File: src/rtl/mdu_pkg.sv
`default_nettype none
// ============================================================================
// Module  : mdu_pkg
// Purpose : Shared op encoding and FSM state type for the multiply/divide unit
// Revision: 1.0
// ============================================================================
package mdu_pkg;

  // One-hot op vector width and bit positions
  localparam int MDOP_W   = 8;
  localparam int MD_MULT  = 0;
  localparam int MD_MULTU = 1;
  localparam int MD_DIV   = 2;
  localparam int MD_DIVU  = 3;
  localparam int MD_MTHI  = 4;
  localparam int MD_MTLO  = 5;
  localparam int MD_MFHI  = 6;
  localparam int MD_MFLO  = 7;

  typedef logic [MDOP_W-1:0] mdop_t;

  // Unit occupancy state
  typedef enum logic [1:0] {
    ST_IDLE = 2'd0,
    ST_MUL  = 2'd1,
    ST_DIV  = 2'd2,
    ST_FIX  = 2'd3
  } mdu_state_t;

endpackage
`default_nettype wire

File: src/rtl/mdu_div.sv
`default_nettype none
// ============================================================================
// Module  : mdu_div
// Purpose : 32-step iterative restoring divider on unsigned magnitudes.
//           start loads the operands, one iteration per clock afterwards,
//           done flags the 32nd (last) iteration, abort drops the operation.
// Revision: 1.0
// ============================================================================
module mdu_div (
  input  logic        clk,
  input  logic        rst_n,
  input  logic        start,
  input  logic        abort,
  input  logic [31:0] dividend,
  input  logic [31:0] divisor,
  output logic        done,
  output logic [31:0] quotient,
  output logic [31:0] remainder
);

  logic [63:0] rq;      // {partial remainder, dividend bits / quotient bits}
  logic [31:0] dvsr;
  logic [5:0]  count;
  logic        busy;
  logic [32:0] upper;   // partial remainder after the left shift (33 bits)
  logic [32:0] diff;

  assign upper     = rq[63:31];
  assign diff      = upper - {1'b0, dvsr};
  assign done      = busy && (count == 6'd31);
  assign quotient  = rq[31:0];
  assign remainder = rq[63:32];

  // Load on start, then shift-subtract once per cycle until 32 iterations are done
  always_ff @(posedge clk or negedge rst_n) begin
    if (!rst_n) begin
      rq    <= 64'd0;
      dvsr  <= 32'd0;
      count <= 6'd0;
      busy  <= 1'b0;
    end else if (abort) begin
      busy  <= 1'b0;
    end else if (start) begin
      rq    <= {32'd0, dividend};
      dvsr  <= divisor;
      count <= 6'd0;
      busy  <= 1'b1;
    end else if (busy) begin
      count <= count + 6'd1;
      if (done) busy <= 1'b0;
      // A borrow means the shifted remainder is below the divisor: restore
      if (diff[32]) rq <= {upper[31:0], rq[30:0], 1'b0};
      else          rq <= {diff[31:0],  rq[30:0], 1'b1};
    end
  end

endmodule
`default_nettype wire

File: src/rtl/mdu.sv
`default_nettype none
// ============================================================================
// Module  : mdu
// Purpose : Multiply/divide unit beside execute. Owns HI/LO, single busy
//           cycle MULT/MULTU, 33-cycle DIV/DIVU, MTHI/MTLO writes and the
//           MFHI/MFLO read path with in-flight product bypass.
// Revision: 1.0
// ============================================================================
module mdu
  import mdu_pkg::*;
(
  input  logic        clk,
  input  logic        rst_n,
  input  logic        mdu_en_i,
  input  logic        mdu_flush_i,
  input  logic [31:0] mdu_opr1_i,
  input  logic [31:0] mdu_opr2_i,
  input  mdop_t       mduop_i,
  input  logic [31:0] mdu_whi_i,
  input  logic [31:0] mdu_wlo_i,
  output logic        mdu_is_active,
  output logic        mdu_div_active,
  output logic [31:0] mdu_hi_o,
  output logic [31:0] mdu_lo_o
);

  mdu_state_t  state, state_nxt;
  logic [31:0] hi_q, lo_q, hi_d, lo_d;
  logic        hi_we, lo_we;
  logic [31:0] mul_a, mul_b;
  logic        mul_sgn;
  logic        neg_q, neg_r;

  // Acceptance. FIX is the completion edge of a divide, so (like MUL) a new
  // op may be taken on it; only the iterating DIV state refuses ops.
  logic op_accept, is_mul, is_div, is_mthi, is_mtlo, div_sgn;
  assign op_accept = mdu_en_i && !mdu_flush_i && (|mduop_i) && (state != ST_DIV);
  assign is_mul    = op_accept && (mduop_i[MD_MULT] || mduop_i[MD_MULTU]);
  assign is_div    = op_accept && (mduop_i[MD_DIV]  || mduop_i[MD_DIVU]);
  assign is_mthi   = op_accept && mduop_i[MD_MTHI];
  assign is_mtlo   = op_accept && mduop_i[MD_MTLO];
  assign div_sgn   = mduop_i[MD_DIV];

  // Product: sign-extend to 64 bits; the low 64 bits of the wide product are
  // the correct result for both signed and unsigned operands.
  logic [63:0] prod;
  assign prod = {{32{mul_sgn & mul_a[31]}}, mul_a} * {{32{mul_sgn & mul_b[31]}}, mul_b};

  // Divider works on magnitudes; signs are restored in FIX
  logic [31:0] dvd_abs, dvs_abs;
  logic        div_done;
  logic [31:0] quot, rem, quot_fix, rem_fix;
  assign dvd_abs  = (div_sgn && mdu_opr1_i[31]) ? (32'd0 - mdu_opr1_i) : mdu_opr1_i;
  assign dvs_abs  = (div_sgn && mdu_opr2_i[31]) ? (32'd0 - mdu_opr2_i) : mdu_opr2_i;
  assign quot_fix = neg_q ? (32'd0 - quot) : quot;
  assign rem_fix  = neg_r ? (32'd0 - rem)  : rem;

  mdu_div u_div (
    .clk       (clk),
    .rst_n     (rst_n),
    .start     (is_div),
    .abort     (mdu_flush_i),
    .dividend  (dvd_abs),
    .divisor   (dvs_abs),
    .done      (div_done),
    .quotient  (quot),
    .remainder (rem)
  );

  // Next state and HI/LO write selection; a younger MTHI/MTLO overrides a completing result
  always_comb begin
    state_nxt = state;
    hi_we     = 1'b0;
    lo_we     = 1'b0;
    hi_d      = hi_q;
    lo_d      = lo_q;
    case (state)
      ST_MUL: begin
        state_nxt = ST_IDLE;
        if (!mdu_flush_i) begin
          hi_we = 1'b1;
          lo_we = 1'b1;
          hi_d  = prod[63:32];
          lo_d  = prod[31:0];
        end
      end
      ST_DIV: begin
        if (mdu_flush_i)   state_nxt = ST_IDLE;
        else if (div_done) state_nxt = ST_FIX;
      end
      ST_FIX: begin
        state_nxt = ST_IDLE;
        if (!mdu_flush_i) begin
          hi_we = 1'b1;
          lo_we = 1'b1;
          hi_d  = rem_fix;
          lo_d  = quot_fix;
        end
      end
      default: state_nxt = ST_IDLE;
    endcase
    if (is_mul)      state_nxt = ST_MUL;
    else if (is_div) state_nxt = ST_DIV;
    if (is_mthi) begin
      hi_we = 1'b1;
      hi_d  = mdu_whi_i;
    end
    if (is_mtlo) begin
      lo_we = 1'b1;
      lo_d  = mdu_wlo_i;
    end
  end

  // State register
  always_ff @(posedge clk or negedge rst_n) begin
    if (!rst_n) state <= ST_IDLE;
    else        state <= state_nxt;
  end

  // Latch multiply operands and divide sign flags on acceptance
  always_ff @(posedge clk or negedge rst_n) begin
    if (!rst_n) begin
      mul_a   <= 32'd0;
      mul_b   <= 32'd0;
      mul_sgn <= 1'b0;
      neg_q   <= 1'b0;
      neg_r   <= 1'b0;
    end else begin
      if (is_mul) begin
        mul_a   <= mdu_opr1_i;
        mul_b   <= mdu_opr2_i;
        mul_sgn <= mduop_i[MD_MULT];
      end
      if (is_div) begin
        neg_q <= div_sgn & (mdu_opr1_i[31] ^ mdu_opr2_i[31]);
        neg_r <= div_sgn & mdu_opr1_i[31];
      end
    end
  end

  // Architectural HI/LO registers with write enables
  always_ff @(posedge clk or negedge rst_n) begin
    if (!rst_n) begin
      hi_q <= 32'd0;
      lo_q <= 32'd0;
    end else begin
      if (hi_we) hi_q <= hi_d;
      if (lo_we) lo_q <= lo_d;
    end
  end

  assign mdu_is_active  = (state != ST_IDLE);
  assign mdu_div_active = (state == ST_DIV) || (state == ST_FIX);
  assign mdu_hi_o       = (state == ST_MUL) ? prod[63:32] : hi_q;
  assign mdu_lo_o       = (state == ST_MUL) ? prod[31:0]  : lo_q;

endmodule
`default_nettype wire

File: config.mk
export PLATFORM = sky130hd
export DESIGN_NAME = mdu
export DESIGN_NICKNAME = d
export VERILOG_FILES = /design/src/rtl/mdu_pkg.sv /design/src/rtl/mdu_div.sv /design/src/rtl/mdu.sv
export SDC_FILE = /design/constraint.sdc
export NUM_CORES = 2
export LEC_CHECK = 0
export ABC_CLOCK_PERIOD_IN_PS = 28100
export BUFFER_PORTS_ARGS = -buffer_cell sky130_fd_sc_hd__buf_2
export CAP_MARGIN = 5
export CORE_AREA = 2 2 220 385
export DETAILED_ROUTE_END_ITERATION = 12
export DIE_AREA = 0 0 222 387
export PLACE_DENSITY_LB_ADDON = 0.1
export SETUP_SLACK_MARGIN = 0.02
export SLEW_MARGIN = 15
export SYNTH_ARGS = -nofsm -noshare
export SYNTH_HDL_FRONTEND = slang
export SYNTH_HIERARCHICAL = 1
export SYNTH_SLANG_ARGS = --single-unit
File: constraint.sdc
create_clock -name clk -period 28.1 [get_ports clk]
set_input_delay 5.62 -clock clk [delete_from_list [all_inputs] [get_ports clk]]
set_output_delay 5.62 -clock clk [all_outputs]
set_load 0.005 [all_outputs]
After elaboration in Yosys (flattened, before gate mapping)
Index checks and enable logic that the tools add are counted.
Widths: inputs -> output; s select.
{"block": "totals", "regBits": 236, "latchBits": 0, "ram_bits": 0, "mem_bits_ro": 0, "inputBits": 140, "output_inout_bits": 66, "elab_cells": 91, "n_memories": 0}
{"block": "classes", "n_addsub": 6, "multipliers": 1, "div": 0, "order_cmp": 0, "n_eq_ne": 10, "n_shift": 0, "mux": 32, "n_bitwise": 6, "n_reduce_logical": 24}
{"operator": "$mux 32", "count": 12}
{"operator": "$mux 64", "count": 3}
{"operator": "$pmux 32 s2", "count": 2}
{"operator": "$sub 1x32->32 const A", "count": 4}
{"operator": "$mul 33x33->64", "count": 1}
{"operator": "$sub 33x32->33", "count": 1}
{"operator": "$mux 6", "count": 2}
{"operator": "$ne 3x3->1 const B", "count": 4}
{"operator": "$logic_and 1x1->1", "count": 10}
{"operator": "$mux 2", "count": 5}
{"operator": "$mux 1", "count": 8}
{"operator": "$reduce_and 4->1", "count": 2}
{"operator": "$reduce_or 8->1", "count": 1}
{"operator": "$add 6x1->6 const B", "count": 1}
{"operator": "$eq 6x5->1 const B", "count": 1}
{"operator": "$reduce_bool 3->1", "count": 2}
{"operator": "$ne 5x5->1 const B", "count": 1}
{"operator": "$and 1x1->1", "count": 4}
{"operator": "$eq 2x2->1 const B", "count": 2}
{"operator": "$reduce_and 2->1", "count": 2}
{"operator": "$reduce_bool 2->1", "count": 2}
{"operator": "$logic_or 1x1->1", "count": 3}
{"operator": "$eq 2x1->1 const B", "count": 1}
{"operator": "$ne 2x2->1 const B", "count": 1}
{"operator": "4 further kinds", "count": 4}

Depth between registers and ports, before layout
{"block": "logic_depth", "depth_word": 7, "ltp_mapped": 31}

By module
The synthesis kept the hierarchy.
{"mod": "mdu", "instances": 1, "cells_each": 5316, "area_each_um2": 47214.0, "seq_area_each_um2": 3328.2}
{"mod": "mdu_div", "instances": 1, "cells_each": 690, "area_each_um2": 6213.5, "seq_area_each_um2": 2577.5}

Worst setup path after synthesis
OpenSTA, ideal clock, no wires.
{"block": "synth_timing", "kind": "flip-flop to output port", "startpoint": "register mul_a[31]", "endpoint": "output mdu_hi_o[30]", "arrival_ns": 8.049, "setup_slack_ns": 14.431, "path_stages_with_launch": 30, "n_path_buf": 3, "path_cell_list": "dfrtp_1 > clkbuf_1 > and2_1 > clkbuf_1 > nand2_1 > inv_1 > fa_1 > inv_1 > fa_1 > inv_1 > fa_1 > fa_1 > inv_1 > fa_1 > inv_1 > fa_1 > inv_1 > fa_1 > fa_1 > inv_1 > ha_1 > clkbuf_1 > a21o_1 > a31oi_1 > o21ai_0 > a221o_1 > a31oi_1 > mux2_2 > a211oi_1 > o21ai_0"}
{"block": "synth_via", "elab_chain_cells": 3}
{"element": "start: declaration", "line": "mdu.sv:30", "rtl": "logic [31:0] mul_a, mul_b;"}
{"element": "start signal: assignment", "line": "mdu.sv:130", "rtl": "mul_a <= mdu_opr1_i;"}
{"element": "$and 1x1->1", "line": "mdu.sv:47", "rtl": "assign prod = {{32{mul_sgn & mul_a[31]}}, mul_a} * {{32{mul_sgn & mul_b[31]}}, mul_b};"}
{"element": "$mul 33x33->64 *", "line": "mdu.sv:47"}
{"element": "$mux 32 *", "line": "mdu.sv:154", "rtl": "assign mdu_hi_o = (state == ST_MUL) ? prod[63:32] : hi_q;"}
{"element": "end: declaration", "line": "mdu.sv:23", "rtl": "output logic [31:0] mdu_hi_o,"}
Every way passes the cells marked *; elsewhere a longest branch is shown, timed or not.

Final worst setup path
{"block": "layout_timing", "startpoint": "register mul_a[31]", "endpoint": "output mdu_hi_o[24]"}
Same word-level chain as after synthesis.

==> results.json <==
{
  "status": "finished clean",
  "clock_path_buffers": 3,
  "tightest_slew_ns": 1.103,
  "grt_pass1_wl_um": 251900,
  "regArea_sq_mm": 0.005941,
  "crit_arrival_ns": 10.57,
  "netlist_area_sq_mm": 0.05343,
  "synthAdderAreaFrac": 0.4802,
  "area_growth_pct": 4.529,
  "layout_common_cells": "inv_1, fa_1, nand2_1",
  "muxShareOfSynthArea": 0.02035,
  "port_buffers": 203,
  "cpMostUsedCell": "fa_1",
  "syn_avg_cell_area_sq_um": 8.896,
  "path_clk_slew_ns": 0.07,
  "io_pins": 206,
  "grt_pass1_vias": 46560,
  "crit_path_start_kind": "flop",
  "antenna_left": 0,
  "cts_sinks": 236,
  "drive_gt1_frac": 0.07638,
  "drc_errors": 0,
  "synth-edff-count": 0,
  "rows": 140,
  "post_drt_wl_per_cell_um": 22.25,
  "synthXorXnorAreaFrac": 0.03623,
  "crit_required_ns": 22.48,
  "grt_use_total": 0.3810,
  "setup_viol": 0,
  "gr-total-overflow": 0,
  "die_x_um": 222,
  "cap_violations": 0,
  "via_count": 42520,
  "cts_post_setup_buffers_inserted": 0,
  "holdBufCountCts": 0,
  "whs_ns": 0.5059,
  "antenna_found_initial": 7,
  "fp.coreArea_sq_mm": 0.08285,
  "syn_nets": 7521,
  "synth_ff_type": "dfrtp_1",
  "clock_skew_ns": 0.03756,
  "drt_iter0_markers": 2961,
  "critPathKind": "flop to output pin",
  "ys_types": 80,
  "synth_largest_area_cell": "fa_1",
  "synth-simple-area-share": 0.1452,
  "fmax_ghz": 0.06177,
  "tritoncts": "built",
  "yosysWarnings": 6,
  "layout.cells.most_common": "inv_1",
  "synth_top_cells_by_area": "fa_1, dfrtp_1, inv_1",
  "grt_setup_unrepaired": "no",
  "maxSlewViolCount": 0,
  "tns_ns": 0,
  "place.gp.congestion": 0.9777,
  "synth_compound_area_frac": 0.09892,
  "stdcell_count": 7039,
  "clk-insertion-delay-late_ns": 0.58,
  "hold_class": "flop to flop",
  "worst-path-max-fanout": 52,
  "end_kind": "output pin",
  "dp_hpwl_um": 124700,
  "finalNetCount": 7469,
  "initial_core_util": 0.6448,
  "synth_top_family_by_area": "adder cells",
  "multiInputGateArea_sq_mm": 0.04176,
  "cp_slowest_cell": "fa_1",
  "synth_top_cell_area_share": 0.4219,
  "fp.dieH_um": 387,
  "nFillCells": 6945,
  "ys_seq_elements": 236,
  "finalHoldViolations": 0,
  "grt_max_degree": 121,
  "dp_cells": 6995,
  "finalCritPeriodShare": 0.5761,
  "max_stage_delay_ns": 0.63,
  "seq_area_frac_synth": 0.1105,
  "cts_resized": 0,
  "viasPerCell": 6.040,
  "wirelength_um": 156600,
  "dr.pass1.iters": 6,
  "fin_crit_ns": 16.19,
  "slew_headroom": 0.2650,
  "root_buffer": "clkbuf_16",
  "synthesis.instances": 6006,
  "cts-buffers-inserted": 22,
  "htreeDepth": 1,
  "dieArea_sq_mm": 0.08591,
  "async_flop_share": 1.000
}
-- routing by layer --
| layer | up-vias | wire length [um] | global-route usage |
|---|---|---|---|
| met3 | 651 | 10150 | 0.05386 |
| met5 | - | 7 | 0 |
| li1 | 18240 | - | - |
| met4 | 2 | 12090 | 0.2414 |
| met1 | 21820 | 53190 | 0.4263 |
| met2 | 1807 | 81150 | 0.6816 |
-- path summary, 6_finish.rpt --
kind | startpoint | slack [ns] | depth (start not counted) | to
max | mul_a[31]$_DFFE_PN0P_ | 11.91 | 30 | mdu_hi_o[24]
min | neg_r$_DFFE_PN0P_ | 0.51 | 1 | neg_r$_DFFE_PN0P_
max reg2reg | mul_a[31]$_DFFE_PN0P_ | 18.08 | 29 | hi_q[20]$_DFFE_PN0P_
min reg2reg | neg_r$_DFFE_PN0P_ | 0.51 | 1 | neg_r$_DFFE_PN0P_
max in group asynchronous | rst_n | 21.30 | 2 | mul_b[28]$_DFFE_PN0P_
min in group asynchronous | rst_n | 5.10 | 1 | lo_q[15]$_DFFE_PN0P_
-- through the flow --
step / util / setup WS, ns / instance area, sq um
floorplan: - / 14.43 / 53430
detailed placement: 0.6645 / 12.66 / 55060
global route: 0.6740 / 11.55 / 55840
global placement: 0.6645 / 12.71 / 55060
finish: 0.6740 / 11.91 / 55850
CTS: 0.6739 / 12.00 / 55840
-- kinds of logic (layout without fill, tap and decap cells) --
group           count (synthesis)  after routing
compound gates                848            848
xor+xnor                      221            221
fa+ha+maj                    1375           1375
buf+inv                      1535           1499
flops                         236            236
mux                            99             99
other cells                     0              4
simple gates                 1692           1692
-- synthesized netlist by cell type, drive strengths merged, types with 9 or more instances --
master,number
a211oi,49
a21boi,9
a21o,50
a21oi,181
a22oi,66
a31oi,20
a32oi,13
and2,356
and3,40
buf,17
clkbuf,338
dfrtp,236
fa,1126
ha,249
inv,1179
mux2,77
mux2i,22
nand2,968
nand2b,11
nand3,31
nand4,18
nor2,161
nor2b,13
nor3,28
nor4,13
o211ai,15
o21a,15
o21ai,303
o21bai,19
o31ai,38
o41ai,15
or2,12
or3,12
or4,18
xnor2,128
xor2,93
-- flip-flops by register name (all words and copies together) (netlist names) --
| register | count |
|---|---|
| u_div/rq | 64 |
| hi_q | 32 |
| lo_q | 32 |
| mul_a | 32 |
| mul_b | 32 |
| u_div/dvsr | 32 |
| u_div/count | 6 |
| state | 2 |
| mul_sgn | 1 |
| neg_q | 1 |
| neg_r | 1 |
| u_div/busy | 1 |
-- cell type report --
| type | instances | area share |
|---|---|---|
| clock buffers | 29 | 0.01105 |
| diodes | 4 | 0.0001792 |
| well taps | 1065 | 0.02386 |
| clock inverters | 11 | 0.002913 |
| inverters | 1180 | 0.07931 |
| flip-flops and latches | 236 | 0.1064 |
| multi-input cells | 4235 | 0.7477 |
| repair buffers | 279 | 0.02859 |
-- critical path: cells and delay by family, from the launching register on --
kind            cells  cell delay, ns
buf+inv             9            1.99
simple gates        7            1.40
xor+xnor            1            0.48
fa+ha+maj           9            4.59
flops               1            0.33
compound gates      4            1.21
Power is not shown: default switching activity piles up to over one toggle a cycle in this logic, so the estimate is an artifact.
